$ cat src/rtl/sim_monitor.sv
// ---------------------------------------------------------------------------
// sim_monitor
//
// End-of-test monitor for core simulation benches. It watches each core's
// fetch PC and its MMIO "tohost" store port. It reports pass, fail or
// timeout with a cycle count, so the bench can stop on an event instead of
// after a fixed delay.
//
// Ports:
//   clk          system clock, all state on the rising edge
//   rst_n        asynchronous active-low reset, aborts the test
//   pc_addr      packed fetch PCs, core i at [i*ADDR_W +: ADDR_W]
//   mmio_we      per-core store strobe, valid for one cycle
//   mmio_addr    packed store addresses
//   mmio_wdata   packed store data, 32 bits per core
//   core_halted  sticky per-core finished flag
//   done         sticky, test finished
//   pass         with done: every core finished, no fail, no timeout
//   fail         with done: some core reported a failure
//   timeout      with done: cycle budget exhausted
//   fail_core    index of the failing core (lowest index on a tie)
//   fail_code    failing core's wdata >> 1
//   cycle_count  cycles spent in RUN, saturating
// ---------------------------------------------------------------------------
module sim_monitor #(
    parameter int                NUM_CORES      = 1,
    parameter int                ADDR_W         = 32,
    parameter logic [ADDR_W-1:0] TOHOST_ADDR    = ADDR_W'(32'h0000_1000),
    parameter int                TIMEOUT_CYCLES = 5000,
    parameter int                STALL_LIMIT    = 16,
    parameter int                CNT_W          = 32
) (
    input  logic                        clk,
    input  logic                        rst_n,
    input  logic [NUM_CORES*ADDR_W-1:0] pc_addr,
    input  logic [NUM_CORES-1:0]        mmio_we,
    input  logic [NUM_CORES*ADDR_W-1:0] mmio_addr,
    input  logic [NUM_CORES*32-1:0]     mmio_wdata,
    output logic [NUM_CORES-1:0]        core_halted,
    output logic                        done,
    output logic                        pass,
    output logic                        fail,
    output logic                        timeout,
    output logic [2:0]                  fail_core,
    output logic [31:0]                 fail_code,
    output logic [CNT_W-1:0]            cycle_count
);

    localparam int                 STALL_W    = $clog2(STALL_LIMIT + 1);
    localparam logic [STALL_W-1:0] STALL_MAX  = STALL_W'(STALL_LIMIT);
    localparam logic [CNT_W-1:0]   LAST_CYCLE = CNT_W'(TIMEOUT_CYCLES - 1);

    typedef enum logic [1:0] {
        ST_START = 2'd0,
        ST_RUN   = 2'd1,
        ST_DONE  = 2'd2
    } state_e;

    state_e               state_q, state_d;
    logic [ADDR_W-1:0]    pc_q    [NUM_CORES];
    logic [ADDR_W-1:0]    pc_d    [NUM_CORES];
    logic [STALL_W-1:0]   stall_q [NUM_CORES];
    logic [STALL_W-1:0]   stall_d [NUM_CORES];
    logic [NUM_CORES-1:0] halted_q, halted_d;
    logic                 done_q, done_d;
    logic                 pass_q, pass_d;
    logic                 fail_q, fail_d;
    logic                 timeout_q, timeout_d;
    logic [2:0]           fail_core_q, fail_core_d;
    logic [31:0]          fail_code_q, fail_code_d;
    logic [CNT_W-1:0]     cycle_q, cycle_d;

    // Per-core views of the packed input buses.
    logic [ADDR_W-1:0]    pc_in    [NUM_CORES];
    logic [31:0]          wdata_in [NUM_CORES];
    logic [NUM_CORES-1:0] tohost_hit;

    // Lowest-index failure seen this cycle.
    logic                 fail_found;
    logic [2:0]           fail_idx;
    logic [31:0]          fail_val;

    for (genvar g = 0; g < NUM_CORES; g++) begin : g_unpack
        assign pc_in[g]      = pc_addr[g*ADDR_W +: ADDR_W];
        assign wdata_in[g]   = mmio_wdata[g*32 +: 32];
        // A core that has already finished can no longer report anything.
        assign tohost_hit[g] = mmio_we[g]
                            && (mmio_addr[g*ADDR_W +: ADDR_W] == TOHOST_ADDR)
                            && !halted_q[g];
    end

    always_comb begin
        // NOTE: every signal written here gets a default first, so no path
        // leaves one unassigned and no latch is inferred.
        state_d     = state_q;
        pc_d        = pc_q;
        stall_d     = stall_q;
        halted_d    = halted_q;
        done_d      = done_q;
        pass_d      = pass_q;
        fail_d      = fail_q;
        timeout_d   = timeout_q;
        fail_core_d = fail_core_q;
        fail_code_d = fail_code_q;
        cycle_d     = cycle_q;
        fail_found  = 1'b0;
        fail_idx    = '0;
        fail_val    = '0;

        case (state_q)
            ST_START: begin
                // Seed the PC history so the first RUN compare is meaningful.
                for (int i = 0; i < NUM_CORES; i++) begin
                    pc_d[i] = pc_in[i];
                end
                state_d = ST_RUN;
            end

            ST_RUN: begin
                for (int i = 0; i < NUM_CORES; i++) begin
                    if (pc_in[i] == pc_q[i]) begin
                        stall_d[i] = (stall_q[i] == STALL_MAX)
                                   ? stall_q[i] : stall_q[i] + STALL_W'(1);
                    end else begin
                        stall_d[i] = '0;
                    end
                    pc_d[i] = pc_in[i];

                    // Finished on a "j ." self-loop or a tohost value of 1.
                    if ((tohost_hit[i] && (wdata_in[i] == 32'd1))
                        || (stall_d[i] == STALL_MAX)) begin
                        halted_d[i] = 1'b1;
                    end

                    // Any value other than 0 or 1 is a failure report; the
                    // loop runs upward, so the first hit is the lowest index.
                    if (tohost_hit[i] && (wdata_in[i] > 32'd1) && !fail_found) begin
                        fail_found = 1'b1;
                        fail_idx   = 3'(i);
                        fail_val   = wdata_in[i] >> 1;
                    end
                end

                cycle_d = (&cycle_q) ? cycle_q : cycle_q + CNT_W'(1);

                // Priority: fail, then all finished, then timeout.
                if (fail_found) begin
                    state_d     = ST_DONE;
                    done_d      = 1'b1;
                    fail_d      = 1'b1;
                    fail_core_d = fail_idx;
                    fail_code_d = fail_val;
                end else if (&halted_d) begin
                    state_d = ST_DONE;
                    done_d  = 1'b1;
                    pass_d  = 1'b1;
                end else if (cycle_q == LAST_CYCLE) begin
                    state_d   = ST_DONE;
                    done_d    = 1'b1;
                    timeout_d = 1'b1;
                end
            end

            ST_DONE: begin
                // Results are final; inputs are ignored until reset.
            end

            default: begin
                state_d = ST_START;
            end
        endcase
    end

    always_ff @(posedge clk or negedge rst_n) begin
        if (!rst_n) begin
            state_q <= ST_START;
            // NOTE: the per-core PC and stall arrays are reset too, because a
            // mid-run reset must restart the halt detection from scratch.
            for (int i = 0; i < NUM_CORES; i++) begin
                pc_q[i]    <= '0;
                stall_q[i] <= '0;
            end
            halted_q    <= '0;
            done_q      <= 1'b0;
            pass_q      <= 1'b0;
            fail_q      <= 1'b0;
            timeout_q   <= 1'b0;
            fail_core_q <= '0;
            fail_code_q <= '0;
            cycle_q     <= '0;
        end else begin
            // NOTE: non-blocking assignments here, so every register updates
            // from the values computed before this edge.
            state_q     <= state_d;
            pc_q        <= pc_d;
            stall_q     <= stall_d;
            halted_q    <= halted_d;
            done_q      <= done_d;
            pass_q      <= pass_d;
            fail_q      <= fail_d;
            timeout_q   <= timeout_d;
            fail_core_q <= fail_core_d;
            fail_code_q <= fail_code_d;
            cycle_q     <= cycle_d;
        end
    end

    assign core_halted = halted_q;
    assign done        = done_q;
    assign pass        = pass_q;
    assign fail        = fail_q;
    assign timeout     = timeout_q;
    assign fail_core   = fail_core_q;
    assign fail_code   = fail_code_q;
    assign cycle_count = cycle_q;

endmodule

$ cat config.mk
export PLATFORM = sky130hd
export DESIGN_NAME = sim_monitor
export DESIGN_NICKNAME = d
export VERILOG_FILES = /design/src/rtl/sim_monitor.sv
export SDC_FILE = /design/constraint.sdc
export NUM_CORES = 1
export LEC_CHECK = 0
export BUFFER_PORTS_ARGS = -buffer_cell sky130_fd_sc_hd__buf_2
export CAP_MARGIN = 30
export CORE_AREA = 2 2 101 103
export DETAILED_ROUTE_END_ITERATION = 6
export DIE_AREA = 0 0 103 105
export GPL_ROUTABILITY_DRIVEN = 0
export PLACE_DENSITY = 0.86
export SLEW_MARGIN = 20
export SYNTH_ARGS = -nofsm -noshare
export SYNTH_HDL_FRONTEND = slang
export SYNTH_SLANG_ARGS = --single-unit
$ cat constraint.sdc
create_clock -name clk -period 3 [get_ports clk]
set_input_delay 0.3 -clock clk [delete_from_list [all_inputs] [get_ports clk]]
set_output_delay 0.3 -clock clk [all_outputs]
set_load 0.01 [all_outputs]
Word level (Yosys, flattened, before mapping):

Cells that the tools add are included.

* register bits after elaboration: 108
* bits in latches: 0
* bits in writable memories: 0
* bits in read-only memories: 0
* input bits: 99
* output and inout bits: 72
* logic and storage cells: 57
* memories kept: 0

* add/subtract/negate cells: 2
* multiply operators: 0
* divide/modulo/power cells: 0
* order comparisons: 1
* eq/ne operators: 9
* shift operators: 0
* mux-type cells: 15
* bitwise gates (word level): 4
* reduce and logical (&&, ||, !) cells: 16

Operators with widths (number)
* == test 32 x 13 -> 1 bit (second input constant): 2
* adder 32 x 1 -> 32 bit (second input constant): 1
* == test 32 x 1 -> 1 bit (second input constant): 1
* == test 32 bit: 1
* > comparator 32 x 1 -> 1 bit (second input constant): 1
* AND reduction 32 bit: 1
* two-way mux 31 bit: 1
* two-way mux 5 bit: 3
* == test 5 bit (second input constant): 2
* AND reduction 2 bit: 4
* two-way mux 1 bit: 7
* two-way mux 2 bit: 3
* case mux 2 bit (3 select lines): 1
* adder 5 x 1 -> 5 bit (second input constant): 1
* logical AND 1 bit: 4
* != test 4 bit (second input constant): 1
* inverter 1 bit: 4
* AND reduction 4 bit: 1
* AND reduction 3 bit: 1
* nonzero test 3 bit: 1
* == test 2 x 1 -> 1 bit (second input constant): 1
* == test 2 bit (second input constant): 1
* zero test 2 bit: 1
* OR reduction 2 bit: 1
* other kinds (2): 2

Logic depth before layout (Yosys ltp):

Gate-level depths: netlist of run 1.

* word-level depth: 11
* gate-level depth with buffers: 8
* mapped depth without buffers: 8

Worst setup path before layout of run 1:

OpenSTA, ideal clock, no wires.

* kind: register to register
* start point: register cycle_q[0] (netlist: cycle_count[0])
* end point: register cycle_q[1] (netlist: cycle_count[1])
* setup time: 0.128 ns
* arrival time: 1.936 ns
* path slack: 0.936 ns
* cell stages (with the launch flop): 7
* buffers on the path: 0
* path through: dfrtp_1 -> ha_1 -> and4_1 -> nand4_1 -> or4_4 -> nand2_1 -> mux2_1

* longest elaborated chain between the ends: 3

RTL lines
* from (decl): RTL line 71 `logic [CNT_W-1:0] cycle_q, cycle_d;`
* from (signal assigned): RTL line 204 `cycle_q <= cycle_d;`
* parallel branches: the longest is 3 deep, another holds adder 32 x 1 -> 32 bit

Several ways; the timed one is not identified.
A chain may end at the register's enable or synchronous reset.

Worst setup path in the final report of run 1:

* start point: register pc_q[30] (netlist bit)
* end point: register timeout_q (netlist: timeout)

* longest elaborated chain between the ends: 9

RTL lines
* from (decl): RTL line 60 `logic [ADDR_W-1:0] pc_q [NUM_CORES];`
* from (signal assigned): RTL line 195 `pc_q <= pc_d;`
* == test 32 bit: RTL line 121 `if (pc_in[i] == pc_q[i]) begin`
* two-way mux 5 bit: RTL line 121
* two-way mux 5 bit: RTL line 110 `case (state_q)`
* == test 5 bit: RTL line 131 `|| (stall_d[i] == STALL_MAX)) begin`
* logical OR 1 bit: RTL line 131
* two-way mux 1 bit: RTL line 130 `if ((tohost_hit[i] && (wdata_in[i] == 32'd1))`
* two-way mux 1 bit: RTL line 110
* inverter 1 bit (no line)
* AND reduction 4 bit (no line)
* to (signal assigned): RTL line 201 `timeout_q <= timeout_d;`
* to (decl): RTL line 68 `logic timeout_q, timeout_d;`

No other way between the ends. The select of a mux whose other input is x is not followed.

==> flow_summary.toml, run 1 <==
[outcome]
outcome = "complete, no violations"

[critical_path]
path_common_cell = "nor4_1"
critPathKind = "reg2reg"
critPathBufInv = 0
reg2regPathDepth = 6
cp-start-kind = "flop"
required_ns = 3.27
worstPathMaxFanout = 4
cp_data_arrival_time_ns = 2.52
cpMaxStageDelayCell = "nor4_1"
cpPeakStageDelay_ns = 0.54
endpoint_kind = "flop"
cp_top_family = "simple AND/OR/NAND/NOR gates"
path_cells = "xor2_1 -> nor4_1 -> nand4_1 -> nor4_1 -> nor2_1 -> a41o_1"
cp.depth = 6

[clocking]
cts_resized = 0
clk_latency_ns = 0.37
cts_buffers = 9
cts_sinks = 107
clk_pin_slew_worst_paths_ns = 0.10
clockRootBuffer = "clkbuf_8"
cts_tree = "yes"
clockBufferDepth = 2
cts_max_level = 3
post_cts_buffers = 0

[timing]
worst_pin_slew_ns = 0.738
slew_headroom = 0.508
setup_viol = 0
slew_viol_final = 0
clock.fmax_ghz = 0.445
fin_setup_tns_ns = 0
setup_ws_ns = 0.755
min_period_over_period = 0.748
hold_viol = 0
skew_ns = 0.0109
period_minus_slack_ns = 2.25
grt_setup_unrepaired = "no"

[die]
start_util = 0.529
die_y_um = 105
rows = 36
core_sq_um = 9640
die_w_um = 103
dieArea_sq_um = 10800
boundaryPins = 171

[power_and_ir_drop]
seqPwrFrac = 0.544
clkPwrFrac = 0.392
power_density_nw_per_um2 = 428
internal-power_mw = 2.11
ir_drop_uv = 228
p_leak_nw = 3.28
p_switching_mw = 0.606
power.share.combinational = 0.064
p_sw_frac = 0.223

[layout]
antenna_cells = 0
syn_to_final_growth_pct = 24.4
drive_above_1_share = 0.440
fin_area_sq_um = 6350
fin_nets = 692
finalNonFillerCells = 728

[placement]
dp.cells = 711
hpwlAfterDp_mm = 9.23
io_buffers = 166
place_area_sq_um = 6090
place_ws_ns = 0.735

[grt]
grt_overflow = 0
grt_pass1_vias = 4090
grtUsageTotal = 0.222
grt_pass1_wl_mm = 18.8
antenna_found_initial = 1
grt_max_degree = 57

[synth]
ys_ff_latch = 107
yosysSeqAreaShare = 0.525
synth_top_area_share = 0.525
syn_area_per_cell_sq_um = 12.2
synth_cell_types = 45
yosysTopAreaCell = "dfrtp_1"
synth_area_leaders = "dfrtp_1 52%, mux2_2 13%, xor2_1 8.1%"
yosysWarnings = 0
synthesis.area_sq_um = 5100
synthCells = 417

[route]
wl_per_cell_um = 16.2
first_iter_violations = 139
viasPerCell = 5.38
first_pass_iters = 4
antenna_left = 0
vias = 3915
post-route-drc-count = 0
wl_mm = 11.8

[hold_path]
hold_path_depth = 2
hold_class = "in2reg"

[run]
maxCapViolations = 0
logic make-up after synthesis:
group	synth area share
simple gates	0.171
flops	0.525
xor+xnor	0.112
mux	0.141
compound gates	0.0250
buf+inv	0.0184
fa+ha+maj	0.00736
other cells	0.000735
cells in the mapped netlist, drive strengths merged:
cell type / n
dfrtp: 107
mux2: 64
xor2: 47
nor4: 30
nand3: 21
nor2: 19
xnor2: 18
nand2: 15
nand4: 15
buf: 9
nor3: 9
o21ai: 8
and4: 6
inv: 5
and3: 4
clkbuf: 4
a21o: 3
and2: 3
ha: 3
nand2b: 3
nor4b: 3
or3: 3
and4bb: 2
nor3b: 2
o211ai: 2
or2: 2
or4: 2
a211o: 1
a211oi: 1
a21oi: 1
a32o: 1
a41o: 1
conb: 1
nor2b: 1
o41ai: 1
flip-flops by register name (all words and copies together), names as in the netlist:
name,flops
core_halted,1
cycle_count,32
done,1
fail,1
fail_code,31
pass,1
pc_q,32
stall_q,5
state_q,2
timeout,1
routing by layer:
layer	track usage	up-vias	routed length, um
met1	0.248	1907	4560
met2	0.406	127	6260
met4	0.0959	2	284
met3	0.0381	24	661
met5	0	-	13
li1	-	1855	-
timing repair:
action                                 4_1_cts  5_1_grt
setup endpoints to repair                    0        0
hold buffers                                 1        0
endpoints found under the hold margin       11        0
worst register-to-register path, cell delays in order (launching register included):
cell	delay, ns
dfrtp_1	0.40
xor2_1	0.16
nor4_1	0.41
nand4_1	0.27
nor4_1	0.54
nor2_1	0.13
a41o_1	0.24
power by group through the flow:
| stage | Clock (mW) | Sequential [mW] | Combinational [mW] |
|---|---|---|---|
| after CTS | 1.09 | 1.48 | 0.178 |
| after floorplan | 0 | 1.50 | 0.0594 |
| after global placement | 0 | 1.50 | 0.169 |
| after global routing | 1.14 | 1.48 | 0.196 |
| after detailed placement | 0 | 1.51 | 0.176 |
| final | 1.07 | 1.48 | 0.174 |
layout make-up:
class	instances	area [sq um]
Clock buffer	9	124
Clock inverter	7	124
Fill cell	767	3290
Inverter	5	18.8
Multi-Input combinational cell	295	2340
Sequential cell	107	2680
Tap cell	133	166
Timing Repair Buffer	172	893
final timing paths:
check	startpoint	to	slack, ns
max	pc_q[30]$_DFFE_PN0P_	timeout$_DFFE_PN0P_	0.75
min	mmio_wdata[28]	fail_code[27]$_DFFE_PN0P_	0.15
max reg2reg	pc_q[30]$_DFFE_PN0P_	timeout$_DFFE_PN0P_	0.75
min reg2reg	pass$_DFFE_PN0P_	pass$_DFFE_PN0P_	0.47
max in group asynchronous	rst_n	pc_q[19]$_DFFE_PN0P_	1.75
min in group asynchronous	rst_n	pc_q[1]$_DFFE_PN0P_	0.51
cells in the final DEF (no fill, tap or decap), types with 2 or more instances in the layout:
cell,n
nor4_1,28
nand3_1,20
ha_1,3
conb_1,4
nand2_1,15
or2_2,2
clkbuf_8,9
and4bb_2,2
and4_4,2
inv_1,5
inv_6,2
dfrtp_1,107
xor2_1,47
bufinv_16,3
nand4_4,2
and4_2,2
nor2_1,19
mux2_2,60
buf_2,165
or3_1,3
nor3b_1,2
nor3_1,8
and3_1,4
a21o_1,3
o211ai_1,2
nand4_1,13
nor4b_1,3
mux2_1,4
buf_4,5
o21ai_0,8
nand2b_1,3
and4_1,2
xnor2_1,18
and2_1,3
through the flow:
stage | power, mW | util | hold slack (ns)
floorplan | 1.56 | - | 0.00441
global placement | 1.67 | 0.632 | 0.385
detailed placement | 1.68 | 0.632 | 0.408
CTS | 2.74 | 0.658 | 0.140
global route | 2.82 | 0.658 | 0.149
finish | 2.72 | 0.658 | 0.152
(Power assumes the default switching activity.)
==> inputs of run 2 (changes only) <==
--- a/config.mk
+++ b/config.mk
@@ -5,13 +5,14 @@
 export SDC_FILE = /design/constraint.sdc
 export NUM_CORES = 1
 export LEC_CHECK = 0
+export ABC_AREA = 1
 export BUFFER_PORTS_ARGS = -buffer_cell sky130_fd_sc_hd__buf_2
 export CAP_MARGIN = 30
-export CORE_AREA = 2 2 101 103
+export CORE_AREA = 2 2 119 121
 export DETAILED_ROUTE_END_ITERATION = 6
-export DIE_AREA = 0 0 103 105
+export DIE_AREA = 0 0 121 123
 export GPL_ROUTABILITY_DRIVEN = 0
-export PLACE_DENSITY = 0.86
+export PLACE_DENSITY = 0.79
 export SLEW_MARGIN = 20
 export SYNTH_ARGS = -nofsm -noshare
 export SYNTH_HDL_FRONTEND = slang
==> constraint.sdc (replaced) <==
create_clock -name clk -period 1.81 [get_ports clk]
set_input_delay 0.181 -clock clk [delete_from_list [all_inputs] [get_ports clk]]
set_output_delay 0.181 -clock clk [all_outputs]
set_load 0.01 [all_outputs]
==> flow_summary.toml, run 2 <==
[power_and_ir_drop]
p_switching_mw = 1.21
p_sw_frac = 0.254
p_leak_nw = 4.52
internal-power_mw = 3.56
ir_drop_uv = 353
power.share.combinational = 0.093
power_density_nw_per_um2 = 581
clkPwrFrac = 0.392
seqPwrFrac = 0.515

[timing]
setup_ws_ns = -0.0405
setup_viol = 3
min_period_over_period = 1.02
worst_pin_slew_ns = 0.555
hold-worst-slack_ns = 0.0767
clock.fmax_ghz = 0.540
grt_setup_unrepaired = "yes"
slew_viol_final = 0
slew_headroom = 0.630
skew_ns = 0.00786
hold_viol = 0
period_minus_slack_ns = 1.85

[layout]
antenna_cells = 0
finalNonFillerCells = 1277
n_fill_cell = 1222
syn_to_final_growth_pct = 28.2
drive_above_1_share = 0.284
final_common_cell = "nand2_1"
fin_nets = 1194
fin_area_sq_um = 8200
final_cell_mix = "270 x nand2_1, 165 x buf_2, 146 x inv_1"

[critical_path]
required_ns = 2.05
crit_start = "cycle_count[1]$_DFFE_PN0P_"
reg2reg_from = "cycle_count[1]$_DFFE_PN0P_"
worstPathMaxFanout = 3
critPathKind = "reg2reg"
cp_data_arrival_time_ns = 2.09
cp-start-kind = "flop"
endpoint_kind = "flop"

[synth]
yosysWarnings = 0
yosys-top-cells-count = "278 x nand2_1, 148 x inv_1, 107 x dfrtp_1"
synthCells = 881
synth_edf_count = 0
async_flop_share = 1.00
synth_area_leaders = "dfrtp_1 42%, nand2_1 16%, inv_1 8.7%"
synthesis.area_sq_um = 6400
synth_cell_types = 40
synth_top_area_share = 0.419
yosysMostFrequentCell = "nand2_1"
synthFlopType = "dfrtp_1"
yosysTopAreaCell = "dfrtp_1"
syn_area_per_cell_sq_um = 7.26
yosysSeqAreaShare = 0.419
ys_ff_latch = 107

[die]
start_util = 0.470
dieArea_sq_um = 14900
core_sq_um = 13600
die_w_um = 121
boundaryPins = 171
rows = 43
die_y_um = 123

[grt]
grt_pass1_vias = 5662
grt_max_degree = 65
grt_pass1_wl_mm = 25.8
grtUsageTotal = 0.216
grt_overflow = 0
antenna_found_initial = 0

[clocking]
clockRootBuffer = "clkbuf_16"
cts_tree = "yes"
cts_sinks = 107
clk_latency_ns = 0.35
cts_buffers = 9
clockBufferDepth = 2
clk_pin_slew_worst_paths_ns = 0.08
cts_max_level = 3

[outcome]
outcome = "finished with violations"
violations = "setup timing"

[run]
maxCapViolations = 0

[hold_path]
min_from = "pc_addr[2]"
hold_class = "in2reg"

[placement]
io_buffers = 166
dp.cells = 1252
place_area_sq_um = 7690
hpwlAfterDp_mm = 12.3

[route]
vias = 6103
wl_mm = 16.1
post-route-drc-count = 0
top_layer_used = "met4"
antenna_left = 0
wl_met3_um = 932
viasPerCell = 4.78
drt-met1-wl_mm = 7.07
first_pass_iters = 5
wl_per_cell_um = 12.6
first_iter_violations = 313
wl_met2_mm = 7.80
## run 2: cell count changes after synthesis, moves of 16 or more
cell,previous run,this run
nor2_1,19,76
nor4_1,28,12
mux2_2,60,0
inv_1,5,148
nand2_1,15,278
xor2_1,47,30
o21ai_0,8,47
## run 2: cells by family (layout without fill, tap and decap cells)
kind of cell	count (synthesis)	after routing	share of synthesized area
XOR/XNOR	40	40	0.0548
adder cells (fa/ha/maj)	3	3	0.00587
other	1	4	0.000586
buffers and inverters	178	391	0.115
AND/OR/NAND/NOR	481	481	0.340
AO/OA/AOI/OAI	71	71	0.0646
flip-flops	107	107	0.419
## run 2: final timing paths
check                      depth (start not counted)  slack, ns                          end
setup / recovery                                  11      -0.04  cycle_count[21]$_DFFE_PN0P_
hold / removal                                     3       0.08          pc_q[2]$_DFFE_PN0P_
setup reg to reg                                  11      -0.04  cycle_count[21]$_DFFE_PN0P_
hold reg to reg                                    2       0.47             done$_DFFE_PN0P_
max in group asynchronous                          3       0.87  cycle_count[19]$_DFFE_PN0P_
min in group asynchronous                          2       0.34         pc_q[19]$_DFFE_PN0P_
## run 2: final cells by class
class / count / area (sq um) / area share
clock inverters: 6 / 50.0 / 0.00610
clock buffers: 10 / 229 / 0.0279
well taps: 180 / 225 / 0.0275
multi-input cells: 599 / 3160 / 0.385
flip-flops and latches: 107 / 2680 / 0.326
repair buffers: 218 / 1260 / 0.154
inverters: 157 / 599 / 0.0731
## run 2: layer usage
layer  up-vias  track usage
met5         -            0
met4         0       0.0799
met3        28       0.0378
met2       182        0.360
met1      2771        0.283
li1       3122            -
## run 2: through the flow
| stage | setup TNS [ns] | setup WS [ns] | power [mW] | util |
|---|---|---|---|---|
| 4_1_cts | 0 | 0.0329 | 4.81 | 0.586 |
| 3_3_place_gp | 0 | 0.0978 | 2.92 | 0.565 |
| 5_1_grt | -2.46 | -0.187 | 4.98 | 0.603 |
| 3_5_place_dp | 0 | 0.0469 | 2.93 | 0.565 |
| 6_report | -0.0604 | -0.0405 | 4.77 | 0.603 |
| 2_1_floorplan | 0 | 0.0455 | 2.71 | - |
## run 2: worst max-delay path, cell delays in order (launching register included)
cell	delay (ns)
dfrtp_1	0.39
buf_4	0.13
inv_1	0.06
nor3_4	0.21
nand2_2	0.09
nor3_4	0.15
nand3_2	0.14
nor2_4	0.16
nand2_8	0.08
inv_4	0.07
nand3_1	0.08
xor2_1	0.18
## run 2: what timing repair did
| action | 4_1_cts | 5_1_grt |
|---|---|---|
| buffers inserted | 0 | 8 |
| endpoints found under the hold margin | 33 | 0 |
| endpoints found under the setup margin | 0 | 32 |
| hold buffers | 1 | 0 |
| gates resized for setup | 0 | 47 |
## run 2: power groups by stage
stage          registers (mW)  logic [mW]  clock network [mW]
3_3_place_gp             2.50       0.422                   0
4_1_cts                  2.46       0.437                1.91
3_5_place_dp             2.50       0.432                   0
5_1_grt                  2.46       0.513                2.01
2_1_floorplan            2.50       0.215                   0
6_report                 2.46       0.442                1.87
